## config.mk

```make
export PLATFORM = sky130hd
export DESIGN_NAME = motor_cmd_decoder
export DESIGN_NICKNAME = d
export VERILOG_FILES = /design/src/rtl/motor_cmd_pkg.sv /design/src/rtl/motor_cmd_tx_serializer.sv /design/src/rtl/motor_cmd_decoder.sv
export SDC_FILE = /design/constraint.sdc
export NUM_CORES = 1
export LEC_CHECK = 0
export BUFFER_PORTS_ARGS = -buffer_cell sky130_fd_sc_hd__buf_2
export CAP_MARGIN = 20
export CELL_PAD_IN_SITES_DETAIL_PLACEMENT = 1
export CELL_PAD_IN_SITES_GLOBAL_PLACEMENT = 1
export CORE_AREA = 2 2 192 100
export CTS_CLUSTER_SIZE = 10
export DETAILED_ROUTE_END_ITERATION = 8
export DIE_AREA = 0 0 194 102
export PLACE_DENSITY = 0.88
export SLEW_MARGIN = 10
export SYNTH_ARGS = -nofsm -noshare
export SYNTH_HDL_FRONTEND = slang
export SYNTH_SLANG_ARGS = --single-unit
```

## constraint.sdc

```tcl
create_clock -name clk_100MHz -period 2.7 [get_ports clk_100MHz]
set_input_delay 0.54 -clock clk_100MHz [delete_from_list [all_inputs] [get_ports clk_100MHz]]
set_output_delay 0.54 -clock clk_100MHz [all_outputs]
set_load 0.02 [all_outputs]
```

## src/rtl/motor_cmd_pkg.sv

```systemverilog
// Shared framing constants, command codes, payload lengths and FSM states
// for the motor command decoder.
package motor_cmd_pkg;

    localparam logic [7:0] SOM         = 8'h55;
    localparam logic [7:0] CMD_TICS    = 8'h11;
    localparam logic [7:0] CMD_SPEED   = 8'h21;
    localparam logic [7:0] CMD_ACCEL   = 8'h23;
    localparam logic [7:0] CMD_GET_ENC = 8'h24;
    localparam logic [7:0] CMD_RST_ENC = 8'h26;

    typedef enum logic [2:0] {
        IDLE, CMD, PAYLOAD, CHECK, EXEC, TX_SEND, TX_WAIT
    } state_t;

    function automatic logic cmd_known(input logic [7:0] c);
        return c inside {CMD_TICS, CMD_SPEED, CMD_ACCEL, CMD_GET_ENC, CMD_RST_ENC};
    endfunction

    function automatic logic [1:0] payload_len(input logic [7:0] c);
        case (c)
            CMD_TICS, CMD_SPEED:    return 2'd2;
            CMD_ACCEL, CMD_GET_ENC: return 2'd1;
            default:                return 2'd0;
        endcase
    endfunction

endpackage

```

## src/rtl/motor_cmd_tx_serializer.sv

```systemverilog
// Sends an encoder read-back frame (SOM, CMD, count bytes MSB first, CHK)
// one byte per tx_dv/tx_done handshake and pulses done after the last byte.
module motor_cmd_tx_serializer
    import motor_cmd_pkg::*;
#(
    parameter int ENC_W = 24
) (
    input  logic             clk,
    input  logic             rst_n,
    input  logic             start,
    input  logic [ENC_W-1:0] word,
    input  logic             tx_done,
    output logic             tx_dv,
    output logic [7:0]       tx_byte,
    output logic             done
);

    localparam int NB  = ENC_W / 8;
    localparam int NTX = NB + 3;
    localparam int CW  = $clog2(NTX);

    state_t           phase, phase_nxt;
    logic [CW-1:0]    cnt;
    logic [ENC_W-1:0] word_q;
    logic [7:0]       nxt_byte, sum;
    logic             last;
    int               k;

    assign last  = (cnt == CW'(NTX - 1));
    assign tx_dv = (phase == TX_SEND);

    // Byte that follows the current one; the checksum is the default tail byte.
    always_comb begin
        k   = int'(cnt) + 1;
        sum = CMD_GET_ENC;
        for (int i = 0; i < NB; i++) sum = sum ^ word_q[i*8 +: 8];
        nxt_byte = sum;
        if (k == 1)            nxt_byte = CMD_GET_ENC;
        else if (k < NTX - 1)  nxt_byte = word_q[(NB + 1 - k)*8 +: 8];
    end

    always_comb begin
        phase_nxt = phase;
        case (phase)
            IDLE:    if (start) phase_nxt = TX_SEND;
            TX_SEND: phase_nxt = TX_WAIT;
            TX_WAIT: if (tx_done) phase_nxt = last ? IDLE : TX_SEND;
            default: phase_nxt = IDLE;
        endcase
    end

    always_ff @(posedge clk) begin
        if (!rst_n) begin
            phase   <= IDLE;
            cnt     <= '0;
            word_q  <= '0;
            tx_byte <= 8'h00;
            done    <= 1'b0;
        end else begin
            phase <= phase_nxt;
            done  <= (phase == TX_WAIT) && tx_done && last;
            if (phase == IDLE && start) begin
                word_q  <= word;
                cnt     <= '0;
                tx_byte <= SOM;
            end else if (phase == TX_WAIT && tx_done && !last) begin
                cnt     <= cnt + 1'b1;
                tx_byte <= nxt_byte;
            end
        end
    end

endmodule

```

## src/rtl/motor_cmd_decoder.sv

```systemverilog
// UART command decoder and register bank for NUM_MOTORS motor channels with
// checksummed framing, inter-byte timeout and encoder read-back responses.
module motor_cmd_decoder
    import motor_cmd_pkg::*;
#(
    parameter int NUM_MOTORS   = 2,
    parameter int ENC_W        = 24,
    parameter int TIMEOUT_CLKS = 100000
) (
    input  logic                        clk_100MHz,
    input  logic                        rst_n,
    input  logic                        i_rx_dv,
    input  logic [7:0]                  i_rx_byte,
    input  logic                        i_tx_done,
    output logic                        o_tx_dv,
    output logic [7:0]                  o_tx_byte,
    input  logic [NUM_MOTORS*ENC_W-1:0] i_enc_cnt,
    output logic [NUM_MOTORS*8-1:0]     o_setpt,
    output logic [7:0]                  o_accel,
    output logic [15:0]                 o_tics_per_rev,
    output logic                        o_zero_encoders,
    output logic                        o_cmd_mode_en,
    output logic [7:0]                  o_err_cnt
);

    localparam int IDX_W = (NUM_MOTORS > 1) ? $clog2(NUM_MOTORS) : 1;
    localparam int TMO_W = $clog2(TIMEOUT_CLKS);

    state_t                              state, state_nxt;
    logic [7:0]                          cmd_r, chk_acc;
    logic [1:0][7:0]                     pay;
    logic [1:0]                          pay_cnt;
    logic [TMO_W-1:0]                    tmo;
    logic                                err, tmo_hit, idx_bad, in_rx;
    logic                                exec_q, start_q, ser_done;
    logic [NUM_MOTORS-1:0][7:0]          setpt;
    logic [NUM_MOTORS-1:0][ENC_W-1:0]    enc;
    logic [ENC_W-1:0]                    snap;
    logic [IDX_W-1:0]                    idx;

    assign enc     = i_enc_cnt;
    assign o_setpt = setpt;
    assign idx     = pay[0][IDX_W-1:0];
    assign in_rx   = state inside {CMD, PAYLOAD, CHECK};
    assign idx_bad = (cmd_r == CMD_SPEED || cmd_r == CMD_GET_ENC) && (pay[0] >= 8'(NUM_MOTORS));
    assign tmo_hit = in_rx && !i_rx_dv && (tmo == TMO_W'(TIMEOUT_CLKS - 1));
    assign o_zero_encoders = (state == EXEC) && (cmd_r == CMD_RST_ENC);

    always_comb begin
        state_nxt = state;
        err       = 1'b0;
        case (state)
            IDLE:    if (i_rx_dv && i_rx_byte == SOM) state_nxt = CMD;
            CMD: begin
                if (i_rx_dv) begin
                    if (!cmd_known(i_rx_byte)) begin
                        err       = 1'b1;
                        state_nxt = IDLE;
                    end else begin
                        state_nxt = (payload_len(i_rx_byte) == 2'd0) ? CHECK : PAYLOAD;
                    end
                end
            end
            PAYLOAD: if (i_rx_dv && pay_cnt == payload_len(cmd_r) - 2'd1) state_nxt = CHECK;
            CHECK: begin
                if (i_rx_dv) begin
                    if (i_rx_byte != chk_acc || idx_bad) begin
                        err       = 1'b1;
                        state_nxt = IDLE;
                    end else begin
                        state_nxt = EXEC;
                    end
                end
            end
            EXEC:    state_nxt = (cmd_r == CMD_GET_ENC) ? TX_SEND : IDLE;
            TX_SEND: begin
                if (ser_done)     state_nxt = IDLE;
                else if (o_tx_dv) state_nxt = TX_WAIT;
            end
            TX_WAIT: begin
                if (ser_done)       state_nxt = IDLE;
                else if (i_tx_done) state_nxt = TX_SEND;
            end
            default: state_nxt = IDLE;
        endcase
        if (tmo_hit) begin
            err       = 1'b1;
            state_nxt = IDLE;
        end
    end

    always_ff @(posedge clk_100MHz) begin
        if (!rst_n) begin
            state          <= IDLE;
            cmd_r          <= 8'h00;
            chk_acc        <= 8'h00;
            pay            <= '0;
            pay_cnt        <= 2'd0;
            tmo            <= '0;
            exec_q         <= 1'b0;
            start_q        <= 1'b0;
            snap           <= '0;
            setpt          <= '0;
            o_accel        <= 8'h00;
            o_tics_per_rev <= 16'h0000;
            o_cmd_mode_en  <= 1'b0;
            o_err_cnt      <= 8'h00;
        end else begin
            state   <= state_nxt;
            exec_q  <= (state == EXEC);
            start_q <= 1'b0;
            tmo     <= (i_rx_dv || !in_rx) ? '0 : tmo + 1'b1;

            if (i_rx_dv && state == CMD) begin
                cmd_r   <= i_rx_byte;
                chk_acc <= i_rx_byte;
                pay_cnt <= 2'd0;
            end else if (i_rx_dv && state == PAYLOAD) begin
                pay[pay_cnt[0]] <= i_rx_byte;
                chk_acc         <= chk_acc ^ i_rx_byte;
                pay_cnt         <= pay_cnt + 2'd1;
            end

            if (state == EXEC && cmd_r == CMD_GET_ENC) begin
                snap    <= enc[idx];
                start_q <= 1'b1;
            end

            // Register writes land one cycle after EXEC; cmd_r/pay cannot be
            // overwritten before then because bytes in EXEC are dropped.
            if (exec_q) begin
                case (cmd_r)
                    CMD_TICS:  o_tics_per_rev <= {pay[0], pay[1]};
                    CMD_SPEED: begin
                        setpt[idx]    <= pay[1];
                        o_cmd_mode_en <= 1'b1;
                    end
                    CMD_ACCEL: o_accel <= pay[0];
                    default:   ;
                endcase
            end

            if (err && o_err_cnt != 8'hFF) o_err_cnt <= o_err_cnt + 8'd1;
        end
    end

    motor_cmd_tx_serializer #(.ENC_W(ENC_W)) u_tx (
        .clk     (clk_100MHz),
        .rst_n   (rst_n),
        .start   (start_q),
        .word    (snap),
        .tx_done (i_tx_done),
        .tx_dv   (o_tx_dv),
        .tx_byte (o_tx_byte),
        .done    (ser_done)
    );

endmodule
```

==> results of run 1 <==
[state kept, by name (all words and copies together), names as in the netlist, 2 cells and up]
signal	flops
chk_acc	8
cmd_r	8
o_accel	8
o_err_cnt	8
o_setpt	16
o_tics_per_rev	16
pay	15
pay_cnt	2
snap	24
state	3
tmo	17
u_tx.cnt	3
u_tx.phase	3
u_tx.tx_byte	8
u_tx.word_q	24
[layout make-up]
cell class | instances | area, um2 | share of cell area, %
Clock buffer | 18 | 439 | 4.94
Clock inverter | 14 | 156 | 1.76
Inverter | 6 | 23.8 | 0.267
Multi-Input combinational cell | 638 | 3870 | 43.5
Sequential cell | 168 | 3360 | 37.8
Tap cell | 240 | 300 | 3.38
Timing Repair Buffer | 135 | 743 | 8.35
[worst max path at each step]
stage                             startpoint  depth (start not counted)                      endpoint  slack, ns
finish                 cmd_r[5]$_SDFFE_PN0P_                          5               o_zero_encoders       0.22
global route           state[2]$_SDFFE_PP0P_                          4               o_zero_encoders       0.05
CTS                    cmd_r[5]$_SDFFE_PN0P_                          5               o_zero_encoders       0.21
detailed placement              i_rx_byte[7]                          7     o_err_cnt[6]$_SDFFE_PN0P_       0.32
global placement                i_rx_byte[7]                          7     o_err_cnt[6]$_SDFFE_PN0P_       0.43
floorplan           u_tx.cnt[0]$_SDFFE_PP0P_                         10  u_tx.tx_byte[2]$_SDFFE_PN0P_       0.39
[metrics by stage]
step | worst slack [ns] | hold WS (ns) | instance area (um2)
floorplan | 0.394 | 0.432 | 7470
global placement | 0.433 | 0.441 | 8300
detailed placement | 0.319 | 0.447 | 8300
CTS | 0.214 | 0.417 | 8900
global route | 0.0534 | 0.435 | 8900
finish | 0.224 | 0.444 | 8900
[power by group through the flow]
stage	clock network, uW	registers [uW]	logic [uW]
floorplan	0	2650	516
global placement	0	2720	652
detailed placement	0	2730	674
CTS	2540	2680	690
global route	2640	2700	768
finish	2480	2690	697
[synthesized netlist by cell type (all sizes together) (2+ instances only)]
library cell / instances
a32oi: 8
nand4b: 3
nand4: 11
and3b: 2
a21oi: 81
nor2b: 8
nand2: 120
a22oi: 3
nor3: 12
xor2: 27
buf: 14
a221oi: 3
o22ai: 7
inv: 6
o21ai: 15
nand3: 21
nor3b: 4
dfxtp: 168
nand2b: 14
xnor2: 19
nor4: 6
clkbuf: 44
or4b: 3
nand3b: 3
a211oi: 26
mux2i: 79
or4: 2
and3: 6
nor2: 127
nor4b: 2
and2: 4
ha: 5
[metal layers]
metal	vias up	wire length [um]	GRT usage [%]
li1	3208	-	-
met1	3213	11800	34.1
met2	194	9620	35.0
met3	22	1690	6.96
met4	0	268	6.70
met5	-	0	0
[layout by cell type (no fill, tap or decap), drive strengths merged, types with 4 or more instances in the layout]
cell / synthesis / routed
dfxtp: 168 / 168
buf: 14 / 135
nor2: 127 / 127
nand2: 120 / 120
a21oi: 81 / 81
mux2i: 79 / 79
xor2: 27 / 27
a211oi: 26 / 26
nand3: 21 / 21
xnor2: 19 / 19
clkbuf: 44 / 18
o21ai: 15 / 15
nand2b: 14 / 14
nor3: 12 / 12
inv: 6 / 12
nand4: 11 / 11
nor2b: 8 / 8
a32oi: 8 / 8
o22ai: 7 / 7
and3: 6 / 6
nor4: 6 / 6
ha: 5 / 5
nor3b: 4 / 4
and2: 4 / 4
clkinvlp: 0 / 4
[critical path, delay by kind of cell (launching register included)]
family	cells	cell delay, ns
buf+inv	1	0.20
flops	1	0.35
simple gates	4	0.95
[logic make-up after synthesis]
logic type | synth area share [%]
compound gates | 13.1
xor+xnor | 5.39
fa+ha+maj | 0.838
buf+inv | 3.40
flops | 45.0
mux | 10.6
simple gates | 21.7
==> impl_metrics.csv, run 1 <==
group,metric,value,unit
synth,async_flop_share,0,%
sta,hold_viol,0,
grt,grt_antenna_before_repair,0,
sta,slew_headroom,50.2,%
sta,fmax,0.404,GHz
clock_tree,clock_path_buffers,2,
cells_and_area,fillCellCount,2160,
critical_path,worstPathRequired,2.16,ns
cells_and_area,fin_nets,1031,
critical_path,cp_cell_sequence,"nor2b_1 -> nor3b_1 -> nand2_1 -> nor2_1 -> buf_2",
die,die_y,102,um
synth,synth_enable_flop_cells,0,
grt,grt_overflow,0,
power,finalPower,5870,uW
grt,grt_usage,23.9,%
power,clkPwrFrac,42.3,%
clock_tree,cts_setup_buffers,0,
clock_tree,cts_resized,0,
synth,synth_largest_area_cell,"dfxtp_1",
sta,setup_tns,0,ns
synth,synth_flop_cell,"dfxtp_1",
grt,grt_pass1_vias,6594,
cells_and_area,drive_above_1_share,18.4,%
cells_and_area,fin_util,49.3,%
sta,setup_viol,0,
synth,netlist.area_leader.share,45.0,%
synth,synth_cell_types,58,
detailed_routing,wl,23300,um
cells_and_area,fin_cells,1219,
clock_tree,h-tree-depth,4,
place,dp_hpwl,16300,um
critical_path,cp_slowest_stage_delay,0.42,ns
outcome,outcome,"complete, no violations",
die,fp.dieW,194,um
clock_tree,postCtsHoldBufs,0,
clock_tree,insertion_delay,0.43,ns
power,seqPwrFrac,45.8,%
detailed_routing,wire_per_inst,19.1,um
clock_tree,cts.clk_slew.worst_paths,0.08,ns
synth,ys_warn_count,0,
power,p_sw_share,29.2,%
synth,synth_area_leaders,"dfxtp_1 (45%), mux2i_1 (11%), nor2_1 (6.4%)",
synth,avgSynthCellArea,8.59,um2
clock_tree,cts-root-buf,"clkbuf_16",
clock_tree,cts_tree,"built",
sta,fin_crit,2.48,ns
worst_hold_path,hold_path.class,"in2reg",
detailed_routing,via_per_inst,5.44,
power,ir_drop,551,uV
power,p_int,4150,uW
place,place_inst,1187,
critical_path,cp-start-kind,"flop",
sta,fin_skew,0.0137,ns
detailed_routing,drtPass1Iterations,5,
synth,synth-seq-cells,168,
power,powerDensity,659,nW/um2
die,ios,119,
synth,synth_nets,935,
grt,grt_pass1_wl,36900,um
critical_path,crit_type,"reg2out",
clock_tree,cts_buffers,17,
detailed_routing,ant_nets,0,
place,port_buffers,118,
detailed_routing,drc,0,
die,core,18000,um2
grt,grt_max_degree,75,
sta,slew_violations,0,
detailed_routing,drt_iter0_drc,398,
die,rows,35,
power,leakagePower,0.00351,uW
critical_path,r2r-end,"o_err_cnt[6]$_SDFFE_PN0P_",
synth,synth.cell_area,7470,um2
detailed_routing,num_vias,6637,
critical_path,r2r_start,"pay[4]$_SDFFE_PN0P_",
sta,rsz0062_at_grt,"no",
flow_run,drv_cap,0,
power,pwr-share-comb,11.9,%
sta,min_period_over_period,91.7,%
cells_and_area,antenna_cells,0,
critical_path,crit_path_top_delay_cell,"nor3b_1",
die,initial_core_util,41.4,%
worst_hold_path,hp-start,"i_rx_byte[1]",
synth,ys_seq_area_share,45.0,%
worst_hold_path,hold_depth,3,
synth,synth_cells,870,
critical_path,cp_max_fo,3,
place,place.gp.congestion,0.895,
critical_path,reg2reg_slack,0.25,ns
cells_and_area,area_growth,19.1,%
die,dieArea,19800,um2
critical_path,worstSetupEndpointType,"primary output",
clock_tree,cts.sinks,168,
sta,tightest_slew,0.746,ns
critical_path,reg2reg_depth,7,
power,p_sw,1710,uW
worst_hold_path,whs_endpoint,"pay[1]$_SDFFE_PN0P_",
critical_path,cp.arrival,1.94,ns
Power figures use the tool's default switching activity.
==> run 2: changes to the inputs <==
--- a/config.mk
+++ b/config.mk
@@ -9,12 +9,14 @@
 export CAP_MARGIN = 20
 export CELL_PAD_IN_SITES_DETAIL_PLACEMENT = 1
 export CELL_PAD_IN_SITES_GLOBAL_PLACEMENT = 1
-export CORE_AREA = 2 2 192 100
+export CORE_AREA = 2 2 194 101
 export CTS_CLUSTER_SIZE = 10
 export DETAILED_ROUTE_END_ITERATION = 8
-export DIE_AREA = 0 0 194 102
+export DIE_AREA = 0 0 196 103
+export GPL_ROUTABILITY_DRIVEN = 0
 export PLACE_DENSITY = 0.88
 export SLEW_MARGIN = 10
 export SYNTH_ARGS = -nofsm -noshare
 export SYNTH_HDL_FRONTEND = slang
+export SYNTH_HIERARCHICAL = 1
 export SYNTH_SLANG_ARGS = --single-unit
==> run 2 against run 1 <==
  * Combinational power down 29%
  * Synthesized cell count decreased by 1.1%
  * Register-to-register slack improved by 0.10 ns
  * Cell area increased by 3.9%
  * Worst hold slack better by 0.016 ns
  * Largest cell class unchanged
  * Largest power group unchanged
==> impl_metrics.csv, run 2 <==
group,metric,value,unit
clock_tree,cts.clk_slew.worst_paths,0.07,ns
grt,grt_overflow,0,
detailed_routing,wire_per_inst,19.4,um
power,seqPwrFrac,46.7,%
sta,slew_headroom,36.3,%
sta,rsz0062_at_grt,"no",
power,powerDensity,602,nW/um2
power,p_int,4100,uW
critical_path,r2r_start,"pay[4]$_SDFFE_PN0P_",
grt,grt_antenna_before_repair,1,
sta,tightest_slew,0.956,ns
sta,min_period_over_period,90.3,%
clock_tree,insertion_delay,0.43,ns
grt,grt_max_degree,53,
sta,fin_crit,2.44,ns
die,core,18700,um2
clock_tree,cts_tree,"built",
grt,grt_usage,24.1,%
die,ios,119,
cells_and_area,largestRegisters,"snap x24, u_tx/word_q x24, tmo x17",
synth,synth_cells,860,
flow_run,drv_cap,0,
clock_tree,clock_path_buffers,2,
cells_and_area,area_growth,17.9,%
place,port_buffers,118,
outcome,outcome,"complete, no violations",
clock_tree,cts_buffers,17,
synth,synth.most_common_cell,"dfxtp_1",
die,initial_core_util,41.9,%
cells_and_area,regArea,3360,um2
critical_path,startpoint,"cmd_r[5]$_SDFFE_PN0P_",
synth,synth_enable_flop_cells,0,
critical_path,crit_type,"reg2out",
cells_and_area,layout_common_cells,"dfxtp_1 (167), nand2_1 (151), buf_2 (118)",
critical_path,cp_max_fo,3,
synth,synth_nets,925,
synth,synth_common_cells,"dfxtp_1 (168), nand2_1 (151), mux2i_1 (59), nor2_1 (43), nor2b_1 (42)",
detailed_routing,num_vias,6801,
place,dp_hpwl,17100,um
cells_and_area,fin_cells,1222,
sta,hold_ws,0.460,ns
cells_and_area,multi_input_area,4190,um2
power,ir_drop,483,uV
power,finalPower,5560,uW
detailed_routing,drtPass1Iterations,5,
synth,async_flop_share,0,%
clock_tree,cts_resized,0,
detailed_routing,via_per_inst,5.57,
synth,synth_cell_types,79,
die,dieArea,20200,um2
critical_path,cp.arrival,1.90,ns
critical_path,reg2reg_depth,7,
clock_tree,cts-root-buf,"clkbuf_16",
cells_and_area,fin_util,49.3,%
clock_tree,cts_setup_buffers,0,
die,die_y,103,um
power,pwr-share-comb,8.9,%
critical_path,worstSetupEndpointType,"primary output",
clock_tree,h-tree-depth,4,
cells_and_area,final_common_cell,"dfxtp_1",
detailed_routing,wl,23700,um
cells_and_area,drive_above_1_share,20.7,%
power,p_sw_share,26.2,%
cells_and_area,fin_nets,1026,
worst_hold_path,hold_path.class,"reg2reg",
critical_path,cp-start-kind,"flop",
grt,grt_pass1_wl,37400,um
critical_path,worstPathRequired,2.16,ns
sta,hold_viol,0,
die,fp.dieW,196,um
synth,netlist.area_leader.share,42.9,%
sta,setup_viol,0,
sta,slew_violations,0,
synth,synth-seq-cells,168,
sta,fin_skew,0.00961,ns
synth,ys_seq_area_share,42.9,%
synth,ys_warn_count,6,
cells_and_area,fillCellCount,2219,
place,place_inst,1189,
synth,avgSynthCellArea,9.12,um2
die,rows,36,
power,p_sw,1460,uW
worst_hold_path,hold_depth,1,
sta,setup_tns,0,ns
worst_hold_path,hp-start,"u_tx/tx_byte[7]$_SDFFE_PP0P_",
synth,synth.cell_area,7840,um2
detailed_routing,drc,0,
detailed_routing,ant_nets,0,
synth,synth_area_leaders,"dfxtp_1 (43%), mux2i_1 (7.5%), nand2_1 (7.2%)",
clock_tree,cts.sinks,168,
grt,grt_pass1_vias,6744,
synth,synth_flop_cell,"dfxtp_1",
sta,fmax,0.410,GHz
synth,synth_largest_area_cell,"dfxtp_1",
clock_tree,postCtsHoldBufs,0,
power,clkPwrFrac,44.5,%
power,leakagePower,0.00371,uW
detailed_routing,drt_iter0_drc,478,
## run 2: cell count changes after synthesis, sizes merged, moves of 7 or more
cell	previous run	this run
nand3	21	28
clkbuf	44	36
mux2i	79	59
mux2	0	8
xor2	27	19
o211a	1	24
nor2	127	43
or3	1	8
a21oi	81	37
nor2b	8	42
nand2	120	153
a211oi	26	0
a21boi	1	45
## run 2: through the flow
stage          worst slack [ns]  area [um2]
6_report                  0.262        9250
2_1_floorplan             0.546        7840
5_1_grt                   0.128        9240
3_5_place_dp              0.123        8650
4_1_cts                   0.235        9240
3_3_place_gp              0.234        8650
## run 2: path summary, 6_finish.rpt
check                                                    end  slack (ns)
worst max-delay path                         o_zero_encoders        0.26
worst min-delay path            u_tx/tx_byte[7]$_SDFFE_PP0P_        0.46
worst max register to register     o_err_cnt[1]$_SDFFE_PN0P_        0.35
worst min register to register  u_tx/tx_byte[7]$_SDFFE_PP0P_        0.46
## run 2: power groups by stage
stage	registers [uW]	clock network, uW	logic [uW]
6_report	2590	2470	495
2_1_floorplan	2610	0	332
4_1_cts	2590	2500	483
3_3_place_gp	2640	0	456
5_1_grt	2600	2620	532
3_5_place_dp	2650	0	473
## run 2: final cells by class
class                   count  area share, %
clock inverters            13           1.57
diodes                      1         0.0271
repair buffers            138           8.28
inverters                   7          0.284
clock buffers              19           4.79
multi-input cells         629           45.3
well taps                 247           3.34
flip-flops and latches    168           36.4
## run 2: logic make-up after synthesis
logic type / Yosys count / share of synthesized area, %
fa+ha+maj: 5 / 0.798
mux: 67 / 8.68
simple gates: 337 / 22.1
compound gates: 180 / 17.1
xor+xnor: 40 / 4.64
flops: 168 / 42.9
buf+inv: 63 / 3.80
## run 2: metal layers
| metal | GRT usage, % | routed length [um] |
|---|---|---|
| met5 | 0 | 0 |
| met4 | 6.64 | 266 |
| met2 | 36.8 | 10000 |
| met1 | 34.0 | 11700 |
| met3 | 5.99 | 1750 |
## run 2: critical path: stages, from the launching register on
cell and delay, ns:
dfxtp_1 0.38, nor2b_1 0.22, nor4b_1 0.46, nand2_1 0.10, nor2_1 0.12, buf_2 0.19
==> run 3: changes to the inputs <==
--- a/config.mk
+++ b/config.mk
@@ -9,12 +9,12 @@
 export CAP_MARGIN = 20
 export CELL_PAD_IN_SITES_DETAIL_PLACEMENT = 1
 export CELL_PAD_IN_SITES_GLOBAL_PLACEMENT = 1
-export CORE_AREA = 2 2 194 101
+export CORE_AREA = 2 2 186 97
 export CTS_CLUSTER_SIZE = 10
 export DETAILED_ROUTE_END_ITERATION = 8
-export DIE_AREA = 0 0 196 103
+export DIE_AREA = 0 0 188 99
 export GPL_ROUTABILITY_DRIVEN = 0
-export PLACE_DENSITY = 0.88
+export PLACE_DENSITY = 0.94
 export SLEW_MARGIN = 10
 export SYNTH_ARGS = -nofsm -noshare
 export SYNTH_HDL_FRONTEND = slang
==> constraint.sdc (replaced) <==
create_clock -name clk_100MHz -period 2.9 [get_ports clk_100MHz]
set_input_delay 0.58 -clock clk_100MHz [delete_from_list [all_inputs] [get_ports clk_100MHz]]
set_output_delay 0.58 -clock clk_100MHz [all_outputs]
set_load 0.02 [all_outputs]
==> run 3 against run 2 <==
  * Sequential power fell by 7%
  * Sequential cell count did not move
  * Critical path depth did not move
  * Worst hold slack got worse by 0.0055 ns
  * Clock skew barely moved
  * Worst setup slack improved by 0.11 ns
  * Largest power group unchanged
  * Largest cell class unchanged
  * Clock power fell by 9.7%
  * Power fell by 8.3%
  * Cell area fell by 1.0%
  * Clock-buffer cell count rose by 1
==> impl_metrics.csv, run 3 (synthesized netlist as in run 2, its figures left out) <==
group,metric,value,unit
worst_hold_path,hold_path.class,"reg2reg",
clock_tree,clock_path_buffers,2,
die,core,17000,um2
sta,fmax,0.395,GHz
critical_path,worstPathRequired,2.32,ns
critical_path,crit_path_top_delay_cell,"nor4b_1",
power,powerDensity,557,nW/um2
critical_path,cp.arrival,1.95,ns
outcome,outcome,"complete, no violations",
power,pwr-share-comb,8.9,%
critical_path,worst_path_dominant_cell_family,"simple AND/OR/NAND/NOR gates",
sta,fin_crit,2.53,ns
power,p_sw_share,27.3,%
grt,grt_max_degree,94,
clock_tree,cts_resized,0,
sta,tightest_slew,0.711,ns
clock_tree,cts_buffers,17,
grt,grt_pass1_vias,7018,
die,fp.dieW,188,um
detailed_routing,drtPass1Iterations,5,
detailed_routing,wire_per_inst,20.3,um
critical_path,worstSetupEndpointType,"primary output",
power,p_int,3710,uW
cells_and_area,area_growth,16.7,%
clock_tree,cts.clk_slew.worst_paths,0.07,ns
grt,grt_antenna_before_repair,0,
sta,rsz0062_at_grt,"no",
clock_tree,postCtsHoldBufs,0,
clock_tree,cts.sinks,168,
sta,setup_viol,0,
critical_path,cp-start-kind,"flop",
sta,slew_violations,0,
die,initial_core_util,46.2,%
detailed_routing,wl,24400,um
sta,min_period_over_period,87.3,%
detailed_routing,drt_iter0_drc,487,
critical_path,cp_slowest_stage_delay,0.48,ns
power,leakagePower,0.00368,uW
sta,fin_skew,0.00970,ns
die,die_y,99,um
critical_path,cp_num_buf_inv,1,
cells_and_area,layout_common_cells,"dfxtp_1 (167), nand2_1 (151), buf_2 (117)",
grt,grt_overflow,0,
die,ios,119,
detailed_routing,ant_nets,0,
grt,grt_usage,26.7,%
cells_and_area,largestRegisters,"snap x24, u_tx/word_q x24, tmo x17",
clock_tree,insertion_delay,0.43,ns
power,p_sw,1390,uW
clock_tree,cts_setup_buffers,0,
critical_path,cp_cell_sequence,"nor2b_1 -> nor4b_1 -> nand2_1 -> nor2_1 -> buf_2",
sta,hold_ws,0.455,ns
place,port_buffers,118,
grt,grt_pass1_wl,38800,um
clock_tree,h-tree-depth,4,
critical_path,crit_type,"reg2out",
detailed_routing,via_per_inst,5.66,
detailed_routing,drc,0,
die,dieArea,18600,um2
sta,slew_headroom,52.6,%
power,seqPwrFrac,47.4,%
cells_and_area,antenna_cells,0,
sta,hold_viol,0,
place,dp_hpwl,16900,um
detailed_routing,num_vias,6788,
power,clkPwrFrac,43.7,%
critical_path,cp_max_fo,3,
power,ir_drop,435,uV
cells_and_area,final_common_cell,"dfxtp_1",
flow_run,drv_cap,0,
clock_tree,cts_tree,"built",
cells_and_area,drive_above_1_share,20.2,%
die,rows,34,
clock_tree,cts-root-buf,"clkbuf_16",
sta,setup_tns,0,ns
cells_and_area,fin_nets,1018,
-- run 3: area by class of cell --
| class | count | area (um2) |
|---|---|---|
| multi-input cells | 629 | 4190 |
| repair buffers | 130 | 708 |
| clock buffers | 20 | 467 |
| fillers | 1994 | 7820 |
| flip-flops and latches | 168 | 3360 |
| well taps | 234 | 293 |
| clock inverters | 12 | 105 |
| inverters | 7 | 26.3 |
-- run 3: path summary, 6_finish.rpt --
check,slack (ns),from,end,cells after the start
max,0.37,cmd_r[5]$_SDFFE_PN0P_,o_zero_encoders,5
min,0.45,snap[13]$_SDFFE_PN0P_,u_tx/word_q[13]$_SDFFE_PN0P_,2
max reg2reg,0.53,pay[5]$_SDFFE_PN0P_,o_err_cnt[6]$_SDFFE_PN0P_,6
min reg2reg,0.45,snap[13]$_SDFFE_PN0P_,u_tx/word_q[13]$_SDFFE_PN0P_,2
-- run 3: metrics by stage --
step           util (%)  power [uW]  setup WS, ns  instance area, um2  instances
3_5_place_dp       50.6        2900         0.290                8580       1168
6_report           53.9        5100         0.370                9150       1200
3_3_place_gp       50.6        2870         0.385                8580       1168
2_1_floorplan         -        2740         0.706                7840        860
4_1_cts            53.9        5110         0.357                9150       1200
5_1_grt            53.9        5260         0.248                9150       1200
-- run 3: power by group through the flow --
stage / Clock (uW) / Sequential (uW) / Combinational, uW
2_1_floorplan: 0 / 2430 / 309
3_3_place_gp: 0 / 2460 / 411
3_5_place_dp: 0 / 2460 / 433
4_1_cts: 2250 / 2410 / 443
5_1_grt: 2350 / 2420 / 489
6_report: 2230 / 2420 / 453
-- run 3: worst register-to-register path: stages (launching register included) --
cell and delay, ns:
dfxtp_1 0.36, or4_1 0.54, o41ai_2 0.29, o2111ai_2 0.19, a21oi_4 0.48, nor2b_1 0.12
o221a_1 0.28
-- run 3: routing by layer --
| metal | share of wire, % | global-route usage [%] | up-vias |
|---|---|---|---|
| met5 | 0 | 0 | - |
| met4 | 1.3 | 6.84 | 0 |
| met3 | 7.8 | 7.37 | 30 |
| met2 | 46 | 43.5 | 258 |
| met1 | 45 | 35.2 | 3315 |
| li1 | - | - | 3185 |
